$ cat config.mk
export PLATFORM = sky130hd
export DESIGN_NAME = fetch_controller
export DESIGN_NICKNAME = d
export VERILOG_FILES = /design/src/rtl/ifetch_pkg.sv /design/src/rtl/jump_target_calc.sv /design/src/rtl/fetch_controller.sv
export SDC_FILE = /design/constraint.sdc
export NUM_CORES = 1
export LEC_CHECK = 0
export ABC_CLOCK_PERIOD_IN_PS = 2550
export CAP_MARGIN = 20
export CORE_MARGIN = 8
export CORE_UTILIZATION = 43
export DETAILED_ROUTE_END_ITERATION = 12
export PLACE_DENSITY = 0.79
export SYNTH_ARGS = -nofsm -noshare
export SYNTH_HDL_FRONTEND = slang
export SYNTH_SLANG_ARGS = --single-unit
$ cat constraint.sdc
create_clock -name clk -period 2.55 [get_ports clk]
set_input_delay 0.255 -clock clk [delete_from_list [all_inputs] [get_ports clk]]
set_output_delay 0.255 -clock clk [all_outputs]
set_load 0.05 [all_outputs]
$ cat src/rtl/ifetch_pkg.sv
// rtl/ifetch_pkg.sv - shared constants, instruction field positions and FSM state type for the fetch stage
package ifetch_pkg;

    localparam logic [31:0] HALT_WORD = 32'hFFFF_FFFF;
    localparam logic [31:0] NOP_WORD  = 32'h0000_0000;

    localparam logic [5:0] OP_J   = 6'd14;
    localparam logic [5:0] OP_CLL = 6'd15;

    // Instruction layout: {opcode, Rd, Rs, Rt, imm14}
    localparam int OPCODE_MSB = 31;
    localparam int OPCODE_LSB = 26;
    localparam int RD_MSB     = 25;
    localparam int RD_LSB     = 22;
    localparam int RS_MSB     = 21;
    localparam int RS_LSB     = 18;
    localparam int RT_MSB     = 17;
    localparam int RT_LSB     = 14;
    localparam int IMM_MSB    = 13;
    localparam int IMM_LSB    = 0;

    typedef enum logic {
        RUN  = 1'b0,
        HALT = 1'b1
    } fetch_state_e;

endpackage

$ cat src/rtl/jump_target_calc.sv
// rtl/jump_target_calc.sv - flags J/CLL opcodes and computes pc + (sext(imm14) << 2)
module jump_target_calc
    import ifetch_pkg::*;
(
    input  logic [31:0] pc,
    input  logic [5:0]  opcode,
    input  logic [13:0] imm,
    output logic        is_jump,
    output logic [31:0] target
);

    // Word-granular signed offset; the add wraps modulo 2^32.
    always_comb begin
        is_jump = (opcode == OP_J) || (opcode == OP_CLL);
        target  = pc + {{16{imm[13]}}, imm, 2'b00};
    end

endmodule

$ cat src/rtl/fetch_controller.sv
// rtl/fetch_controller.sv - PC owner and IF/ID register; IFETCH_EARLY_JUMP_EN enables IF-stage J/CLL redirect
module fetch_controller
    import ifetch_pkg::*;
#(
    parameter int          IMEM_WORDS = 1024,
    parameter logic [31:0] RESET_PC   = 32'h0000_0000
) (
    input  logic        clk,
    input  logic        reset,
    output logic [31:0] imem_addr,
    input  logic [31:0] imem_rdata,
    input  logic        stall,
    input  logic        flush,
    input  logic        redirect_valid,
    input  logic [31:0] redirect_pc,
    input  logic        resume,
    output logic        if_id_valid,
    output logic [31:0] if_id_instr,
    output logic [31:0] if_id_pc,
    output logic [31:0] if_id_pc_plus4,
    output logic        if_id_predicted,
    output logic        halted
);

    localparam logic [31:0] PC_LIMIT = 32'(IMEM_WORDS * 4);

    fetch_state_e state_q, state_d;
    logic [31:0]  pc_q, pc_d;
    logic         valid_q, valid_d;
    logic [31:0]  instr_q, instr_d;
    logic [31:0]  ifpc_q, ifpc_d;
    logic [31:0]  ifpc4_q, ifpc4_d;
    logic         pred_q, pred_d;

    logic [31:0]  pc_plus4;
    logic         jump_taken;
    logic [31:0]  jump_target;

    assign pc_plus4 = pc_q + 32'd4;

`ifdef IFETCH_EARLY_JUMP_EN
    jump_target_calc u_jump_target_calc (
        .pc      (pc_q),
        .opcode  (imem_rdata[OPCODE_MSB:OPCODE_LSB]),
        .imm     (imem_rdata[IMM_MSB:IMM_LSB]),
        .is_jump (jump_taken),
        .target  (jump_target)
    );
`else
    assign jump_taken  = 1'b0;
    assign jump_target = pc_plus4;
`endif

    // Next state: redirect beats stall, stall freezes everything, then halt/flush/sequential fetch.
    always_comb begin
        state_d = state_q;
        pc_d    = pc_q;
        valid_d = valid_q;
        instr_d = instr_q;
        ifpc_d  = ifpc_q;
        ifpc4_d = ifpc4_q;
        pred_d  = pred_q;

        if (redirect_valid) begin
            // Wrong-path fetches may have halted, so a redirect always restarts the FSM.
            state_d = RUN;
            pc_d    = {redirect_pc[31:2], 2'b00};
            valid_d = 1'b0;
            instr_d = NOP_WORD;
            pred_d  = 1'b0;
        end else if (stall) begin
            state_d = state_q;
        end else if (state_q == HALT) begin
            valid_d = 1'b0;
            instr_d = NOP_WORD;
            pred_d  = 1'b0;
            if (resume) begin
                state_d = RUN;
                pc_d    = pc_plus4;
            end
        end else if (flush) begin
            valid_d = 1'b0;
            instr_d = NOP_WORD;
            pred_d  = 1'b0;
            pc_d    = pc_plus4;
        end else if ((imem_rdata == HALT_WORD) || (pc_q >= PC_LIMIT)) begin
            // Range check comes before any pc+4 so the PC can never wrap past the end.
            state_d = HALT;
            valid_d = 1'b0;
            instr_d = NOP_WORD;
            pred_d  = 1'b0;
        end else begin
            valid_d = 1'b1;
            instr_d = imem_rdata;
            ifpc_d  = pc_q;
            ifpc4_d = pc_plus4;
            pred_d  = jump_taken;
            pc_d    = jump_taken ? jump_target : pc_plus4;
        end
    end

    // State and IF/ID registers with synchronous reset.
    always_ff @(posedge clk) begin
        if (reset) begin
            state_q <= RUN;
            pc_q    <= RESET_PC;
            valid_q <= 1'b0;
            instr_q <= NOP_WORD;
            ifpc_q  <= 32'h0;
            ifpc4_q <= 32'h0;
            pred_q  <= 1'b0;
        end else begin
            state_q <= state_d;
            pc_q    <= pc_d;
            valid_q <= valid_d;
            instr_q <= instr_d;
            ifpc_q  <= ifpc_d;
            ifpc4_q <= ifpc4_d;
            pred_q  <= pred_d;
        end
    end

    assign imem_addr       = pc_q;
    assign if_id_valid     = valid_q;
    assign if_id_instr     = instr_q;
    assign if_id_pc        = ifpc_q;
    assign if_id_pc_plus4  = ifpc4_q;
    assign if_id_predicted = pred_q;
    assign halted          = (state_q == HALT);

endmodule

Yosys cells after proc, flatten, opt, wreduce, memory -nomap -nowiden. Cells that the tools add are included.

Output and inout port bits: 131. Register bits: 130. Input port bits: 70.

Reductions and logical operators: 5. $add $sub $neg: 1. Eq/ne operators: 6. Muxes and demuxes: 16. $lt $le $gt $ge: 1. Bitwise operators: 5.

Operator list (count): $mux W32 (9); $add A32 B3 Y32 const B (1); $eq A32 B32 Y1 const B (1); $ge A32 B13 Y1 const B (1); $mux W1 (7); $ne A3 B3 Y1 const B (2); $reduce_and A3 Y1 (2); $not A1 Y1 (5); $reduce_and A5 Y1 (1); $ne A4 B4 Y1 const B (1); $ne A2 B1 Y1 const B (1); $ne A2 B2 Y1 const B (1); $reduce_or A2 Y1 (1); $logic_or A1 B1 Y1 (1).

Longest topological paths before layout. Gate-level depths: netlist (run 1).

Depth after elaboration: 7. Depth in mapped cells: 9. Depth with buffers taken out: 7.

Worst setup path after synthesis (run 1). Ideal clock, no wire load.

Path kind: reg2reg. Start: reg pc_q[2], in the netlist imem_addr[2]. End: reg pc_q[26], in the netlist imem_addr[26]. Stages on the path, launching flop included: 7. Data required time: 2.459 ns. Slack: 0.082 ns. Data arrival time: 2.377 ns. Setup time: 0.091 ns. Path through: dfxtp_1 > ha_1 > nand3_1 > nor3_2 > nand3_1 > or4_1 > a311oi_1.

Word-level cells in the longest chain between the ends: 6. Elaborated cells on any way between the ends: 11. Those cells by class: add/sub (1); order compare (1); eq/ne (1); mux (6); reduce/logical (2).

Ends and longest elaborated chain: start: declaration (line fetch_controller.sv:28) `logic [31:0] pc_q, pc_d;`; start signal: assignment (line fetch_controller.sv:114) `pc_q <= pc_d;`; $add A32 B3 Y32 (line fetch_controller.sv:39) `assign pc_plus4 = pc_q + 32'd4;`; $mux W32 (line fetch_controller.sv:86) `end else if ((imem_rdata == HALT_WORD) || (pc_q >= PC_LIMIT)) begin`; $mux W32 (line fetch_controller.sv:81) `end else if (flush) begin`; $mux W32 (line fetch_controller.sv:73) `end else if (state_q == HALT) begin`; $mux W32 (line fetch_controller.sv:71) `end else if (stall) begin`; $mux W32 (line fetch_controller.sv:64) `if (redirect_valid) begin`.

Several ways; a longest one is shown, not always the timed one. The select of a mux whose other input is x is not followed. A chain may end at the register's enable or synchronous reset.

Worst setup path after layout (run 1).
Start: reg pc_q[21], in the netlist imem_addr[21]. End: reg pc_q[27], in the netlist imem_addr[27].

Same word-level chain as after synthesis.

==> impl_metrics.toml, run 1 <==
[routing]
drt_wl_total_um = 16150
detail_route.first_pass.iterations = 4
routed-via-count = 4836
drt-wirelength-per-cell_um = 18.01
drc = 0
drt.antenna.violating_nets = 0
drt_iter0_markers = 289
route.detailed.vias_per_inst = 5.391

[power]
power.density_nw_per_um2 = 635.4
power.share.sequential_pct = 41.7
power.clock.fraction_pct = 47.4
power.combinational.fraction_pct = 11.0
switching_share_pct = 26.28
power.leakage_nw = 2.636
intPower_w = 0.003587
max-vdd-ir-drop_mv = 0.5149
power.switching_w = 0.001279

[floorplan]
floorplan.die.width_um = 123.5
design.core.area_sq_um = 11370
initial_core_util_pct = 43.73
fp.dieH_um = 123.5
placement_rows = 39
ios = 201
design.die.area_sq_um = 15260

[synth]
synth_cells = 549
ys_seq_elements = 124
ys.flop_type = "sky130_fd_sc_hd__dfxtp_1"
yosysWarningCount = 0
count_of_flip_flops_with_a_built_in_enable_after_synthesis = 0
synth_async_sr_flop_share_pct = 0
ys_types = 46
sequential_fraction_of_the_synthesis_area_pct = 49.92
syn-cell-area_sq_um = 4972
synthDominantCellAreaShare_pct = 49.92
ys_top_cells_by_area = "sky130_fd_sc_hd__dfxtp_1 50%, sky130_fd_sc_hd__nor2_1 6.0%, sky130_fd_sc_hd__and2_1 5.0%"
synth_top_cell_by_area = "sky130_fd_sc_hd__dfxtp_1"
mapped_avg_cell_area_sq_um = 9.057

[finish]
final_core_util_pct = 67.35
drive_above_1_share_pct = 8.886
antennaDiodeCount = 0
mostFrequentLayoutCells = "190 x sky130_fd_sc_hd__clkdlybuf4s50_1, 124 x sky130_fd_sc_hd__dfxtp_1, 79 x sky130_fd_sc_hd__nor2_1, 40 x sky130_fd_sc_hd__and2_1, 34 x sky130_fd_sc_hd__nand2_1"
design.final.nets = 813
mostFrequentLayoutCell = "sky130_fd_sc_hd__clkdlybuf4s50_1"
area_delta_synth_final_pct = 54.00

[setup_path]
arrival_time_of_data_at_the_critical_path_endpoint_ps = 2650
slowest_stage = "sky130_fd_sc_hd__or4_1"
startpoint_type = "flip-flop"
crit-reg2reg-capture = "imem_addr[27]"
critPathMaxFanout = 7
setup.worst_path.end_class = "flip-flop"
max_stage_delay_ps = 500
worst_r2r_path_depth = 7
required_time_at_the_worst_slack_endpoint_ps = 2870
worstSetupPathType = "reg -> reg"
crit-reg2reg-launch = "imem_addr[21]"
ff2ff_setup_slack_ps = 220
timing.critical_path.cells = "nor4_1 > nand3_1 > a211oi_2 > nor2_1 > buf_4 > or4_1 > a311oi_1"

[timing]
rsz0062_at_grt = "false"
finClkSkew_ps = 10.37
timing.fmax_mhz = 429.3
min_period_over_period_pct = 91.34
hold-worst-slack_ps = 106.3
finalSetupViolCount = 0
number_of_hold_slack_violations_in_the_final_timing_report = 0
layout_min_cycle_time_ps = 2329
layout_setup_ws_ps = 220.7
worstMarginPinSlew_ps = 649.3
maxSlewViolCount = 0
slew-limit-headroom_pct = 56.71

[global_routing]
grt_pass1_wl_um = 25460
grt_antenna_before_repair = 1
globalRouteOverflowTotal = 0
grt_max_degree = 56
grt_pass1_vias = 4936
gr-usage-all-layers_pct = 21.57

[clock_network]
clk_path_buf_depth = 2
cts_root_buf = "sky130_fd_sc_hd__clkbuf_16"
clock_tree_from_tritoncts = "built"
cts_inserted_buffers = 17
ctsHtreeMaxLevel = 4
worstSkewPairLatency_ps = 420
holdBufCountCts = 0
path_clk_slew_ps = 60
cts_sinks = 124

[placement]
place_congestion = 0.8876
pre_cts_slack_ps = -84.35
half_perimeter_wire_length_of_the_detailed_placement_result_um = 11710
count_of_input_and_output_buffers = 191

[hold_path]
timing.hold.worst.start = "reset"
timing.hold.worst_endpoint = "if_id_pc_plus4[3]"
worst_hold_path.num_cells = 2
hold_path_class = "in -> reg"

[flow_run]
max_cap_violations = 0

[run_status]
status = "completed"
flip-flops by register name, indices dropped and copies added, names as in the netlist:
name and cells:
if_id_valid 1, imem_addr 30, halted 1, if_id_instr 32
if_id_pc_plus4 30, if_id_pc 30
per-stage QoR:
step | instance area, sq um | instances | power, W | TNS, ps
2_1_floorplan | 4995 | 555 | 0.002357 | 0
3_3_place_gp | 7079 | 864 | 0.002590 | -188.8
3_5_place_dp | 7079 | 864 | 0.002600 | -529.9
4_1_cts | 7650 | 896 | 0.004894 | 0
5_1_grt | 7657 | 897 | 0.005008 | 0
6_report | 7657 | 897 | 0.004865 | 0
area by class of cell:
class,instances,area [sq um]
flip-flops and latches,124,2482
repair buffers,214,2117
multi-input cells,376,2278
fillers,905,3712
clock inverters,13,117.6
inverters,8,30.03
clock buffers,19,452.9
well taps,143,178.9
worst max-delay path by stage:
stage,startpoint,to,slack [ps]
finish,imem_addr[21],imem_addr[27],220
CTS,imem_addr[21],imem_addr[31],170
global placement,imem_rdata[19],imem_addr[31],-40
detailed placement,imem_rdata[20],imem_addr[28],-80
floorplan,imem_addr[2],imem_addr[26],80
global route,imem_addr[21],imem_addr[31],40
cells by family (layout without fill, tap and decap cells):
group / after synthesis / in the layout / share of synthesized area (%)
AND/OR/NAND/NOR: 218 / 218 / 21.92
XOR/XNOR: 29 / 29 / 5.108
other: 1 / 7 / 0.07542
multiplexers: 1 / 1 / 0.2013
AO/OA/AOI/OAI: 119 / 119 / 17.19
flip-flops: 124 / 124 / 49.92
buffers and inverters: 55 / 254 / 5.083
adder cells (fa/ha/maj): 2 / 2 / 0.5032
worst max-delay path, delay by kind of cell, from the launching register on:
kind                   cells  cell delay, ps
AND/OR/NAND/NOR            4            1090
flip-flops                 1             370
buffers and inverters      1             160
AO/OA/AOI/OAI              2             610
timing repair:
item	CTS	global route
gates resized for setup	0	0
buffers inserted	0	1
setup endpoints to repair	0	3
cell usage after synthesis, types with 3 or more instances:
library cell               instances
sky130_fd_sc_hd__a211oi_1         31
sky130_fd_sc_hd__a21oi_1          28
sky130_fd_sc_hd__a22oi_1          32
sky130_fd_sc_hd__a311oi_1          9
sky130_fd_sc_hd__and2_1           40
sky130_fd_sc_hd__and3_1            3
sky130_fd_sc_hd__buf_2             5
sky130_fd_sc_hd__buf_4             8
sky130_fd_sc_hd__clkbuf_1         30
sky130_fd_sc_hd__dfxtp_1         124
sky130_fd_sc_hd__inv_1             8
sky130_fd_sc_hd__nand2_1          34
sky130_fd_sc_hd__nand3_1          12
sky130_fd_sc_hd__nand4_1          21
sky130_fd_sc_hd__nor2_1           79
sky130_fd_sc_hd__nor3_1            3
sky130_fd_sc_hd__nor4_1            7
sky130_fd_sc_hd__o21ai_0           5
sky130_fd_sc_hd__o31ai_1           4
sky130_fd_sc_hd__or3_1             5
sky130_fd_sc_hd__xnor2_1          23
sky130_fd_sc_hd__xor2_1            6
layer usage:
layer  track usage (%)  up-vias  wire length, um
li1                  -     2312                -
met1             23.32     2275             6250
met2             34.88      219             7686
met3             11.05       28             1821
met4             9.406        2              386
met5                 0        -                8
power groups by stage:
stage	combinational (W)	clock, W	sequential (W)
global route	0.000567	0.00241	0.00203
global placement	0.000524	0	0.00207
finish	0.000534	0.00230	0.00203
floorplan	0.000183	0	0.00217
detailed placement	0.000532	0	0.00207
CTS	0.000535	0.00233	0.00203
Power figures use the tool's default switching activity.
==> inputs of run 2 (changes only) <==
Settings changed: ABC_CLOCK_PERIOD_IN_PS 2550 to 2350.
Clock period 2.55 ns to 2.35 ns, I/O delays scaled along.
==> run 2 against run 1 <==
  * Clock power rose by 13%
  * Design area up 5.0%
  * Via count increased by 3.2%
  * Largest cell class unchanged
  * Highest routed layer unchanged
==> impl_metrics.toml, run 2 (synthesized netlist as in run 1, its figures left out) <==
[global_routing]
grt_max_degree = 57
gr-usage-all-layers_pct = 21.39
globalRouteOverflowTotal = 0
grt_antenna_before_repair = 2
grt_pass1_wl_um = 25610
grt_pass1_vias = 5024

[clock_network]
worstSkewPairLatency_ps = 410
holdBufCountCts = 0
cts_inserted_buffers = 17
cts_root_buf = "sky130_fd_sc_hd__clkbuf_16"
clk_path_buf_depth = 2
cts_sinks = 124
path_clk_slew_ps = 60
clock_tree_from_tritoncts = "built"
ctsHtreeMaxLevel = 4

[finish]
fillers = 876
flip_flop_count_of_the_largest_register_after_layout = 32
drive_above_1_share_pct = 13.94
final_area_sq_um = 8038
regArea_sq_um = 2485
area_delta_synth_final_pct = 61.65
mostFrequentLayoutCells = "190 x sky130_fd_sc_hd__clkdlybuf4s50_1, 122 x sky130_fd_sc_hd__dfxtp_1, 78 x sky130_fd_sc_hd__nor2_1, 43 x sky130_fd_sc_hd__buf_4, 40 x sky130_fd_sc_hd__and2_1"
final_core_util_pct = 70.69
multiInputGateArea_sq_um = 2356
mostFrequentLayoutCell = "sky130_fd_sc_hd__clkdlybuf4s50_1"
design.final.nets = 841
antennaDiodeCount = 0

[timing]
slew-limit-headroom_pct = 55.02
min_period_over_period_pct = 98.86
rsz0062_at_grt = "true"
number_of_hold_slack_violations_in_the_final_timing_report = 0
finalSetupViolCount = 0
finClkSkew_ps = 4.676
maxSlewViolCount = 0
layout_min_cycle_time_ps = 2323
worstMarginPinSlew_ps = 669.2
timing.fmax_mhz = 430.4

[floorplan]
initial_core_util_pct = 43.73
ios = 201
design.core.area_sq_um = 11370
fp.dieH_um = 123.5
placement_rows = 39
floorplan.die.width_um = 123.5
design.die.area_sq_um = 15260

[routing]
drt_iter0_markers = 344
detail_route.first_pass.iterations = 5
drc = 0
drt.antenna.violating_nets = 0
drt-wirelength-per-cell_um = 18.05
drt_wl_total_um = 16690
routed-via-count = 4990
route.detailed.vias_per_inst = 5.395

[run_status]
status = "completed"

[placement]
half_perimeter_wire_length_of_the_detailed_placement_result_um = 11880
postPlaceCellArea_sq_um = 7315
count_of_input_and_output_buffers = 191
place_congestion = 0.9382

[power]
max-vdd-ir-drop_mv = 0.4703
power.density_nw_per_um2 = 678.5
power.leakage_nw = 2.823

[setup_path]
worstSetupPathType = "reg -> reg"
setup.worst_path.end_class = "flip-flop"
timing.critical_path.cells = "nor4_2 > nand3_1 > buf_4 > a211oi_4 > nor2_2 > or4_1 > a311oi_2"
ff2ff_setup_slack_ps = 30
slowest_stage = "sky130_fd_sc_hd__or4_1"
worst_r2r_path_depth = 7
worstSetupStartpoint = "imem_addr[14]"
critPathMaxFanout = 6
crit-reg2reg-launch = "imem_addr[14]"
startpoint_type = "flip-flop"
max_stage_delay_ps = 540
arrival_time_of_data_at_the_critical_path_endpoint_ps = 2630
critical_path.endpoint = "imem_addr[26]"
required_time_at_the_worst_slack_endpoint_ps = 2660
crit-reg2reg-capture = "imem_addr[26]"

[flow_run]
max_cap_violations = 0

[hold_path]
hold_path_class = "in -> reg"
run 2: report_power, final:
group	internal, W	total, W	switching, W
Clock	0.00163	0.00261	0.000987
Combinational	0.000279	0.000654	0.000375
Sequential	0.00214	0.00219	0.0000441
run 2: worst min path at each step:
| stage | from | end | depth (start not counted) |
|---|---|---|---|
| floorplan | redirect_valid | imem_addr[3] | 1 |
| global placement | if_id_pc[20] | if_id_pc[20] | 1 |
| detailed placement | if_id_pc[26] | if_id_pc[26] | 1 |
| CTS | reset | if_id_pc_plus4[3] | 2 |
| global route | reset | if_id_pc_plus4[3] | 2 |
| finish | reset | if_id_pc_plus4[3] | 2 |
run 2: critical path, delay by kind of cell (launching register included):
kind            cells  cell delay, ps
buf+inv             1             220
flops               1             320
compound gates      2             500
simple gates        4            1190
run 2: final cells by class:
class,count,share of cell area [%]
multi-input combinational,376,29.31
sequential,124,30.92
timing repair buffer,242,29.79
tap,143,2.226
inverter,8,0.3736
clock inverter,12,1.697
clock buffer,20,5.682
run 2: routing by layer:
layer  GRT usage (%)  share of wire (%)
met2           36.06                 50
met5               0               0.16
met4           7.148                1.6
met3           11.10                 11
met1           22.65                 37
run 2: what timing repair did:
action / in CTS / in global routing
setup buffers: 1 / 1
endpoints found under the hold margin: 0 / 0
cloned: 0 / 1
endpoints found under the setup margin: 8 / 35
gates resized for setup: 4 / 13
pin swaps: 2 / 10
run 2: per-stage QoR:
step | cells | setup slack, ps | power [W] | hold WS, ps | setup TNS (ps)
after floorplan | 555 | 32.00 | 0.002559 | 338.7 | 0
after global placement | 890 | -336.6 | 0.002850 | 441.5 | -29720
after detailed placement | 890 | -461.6 | 0.002863 | 443.1 | -36100
after CTS | 923 | 1.017 | 0.005470 | 242.6 | 0
after global routing | 925 | -91.49 | 0.005609 | 261.4 | -362.6
final | 925 | 26.79 | 0.005454 | 259.8 | 0
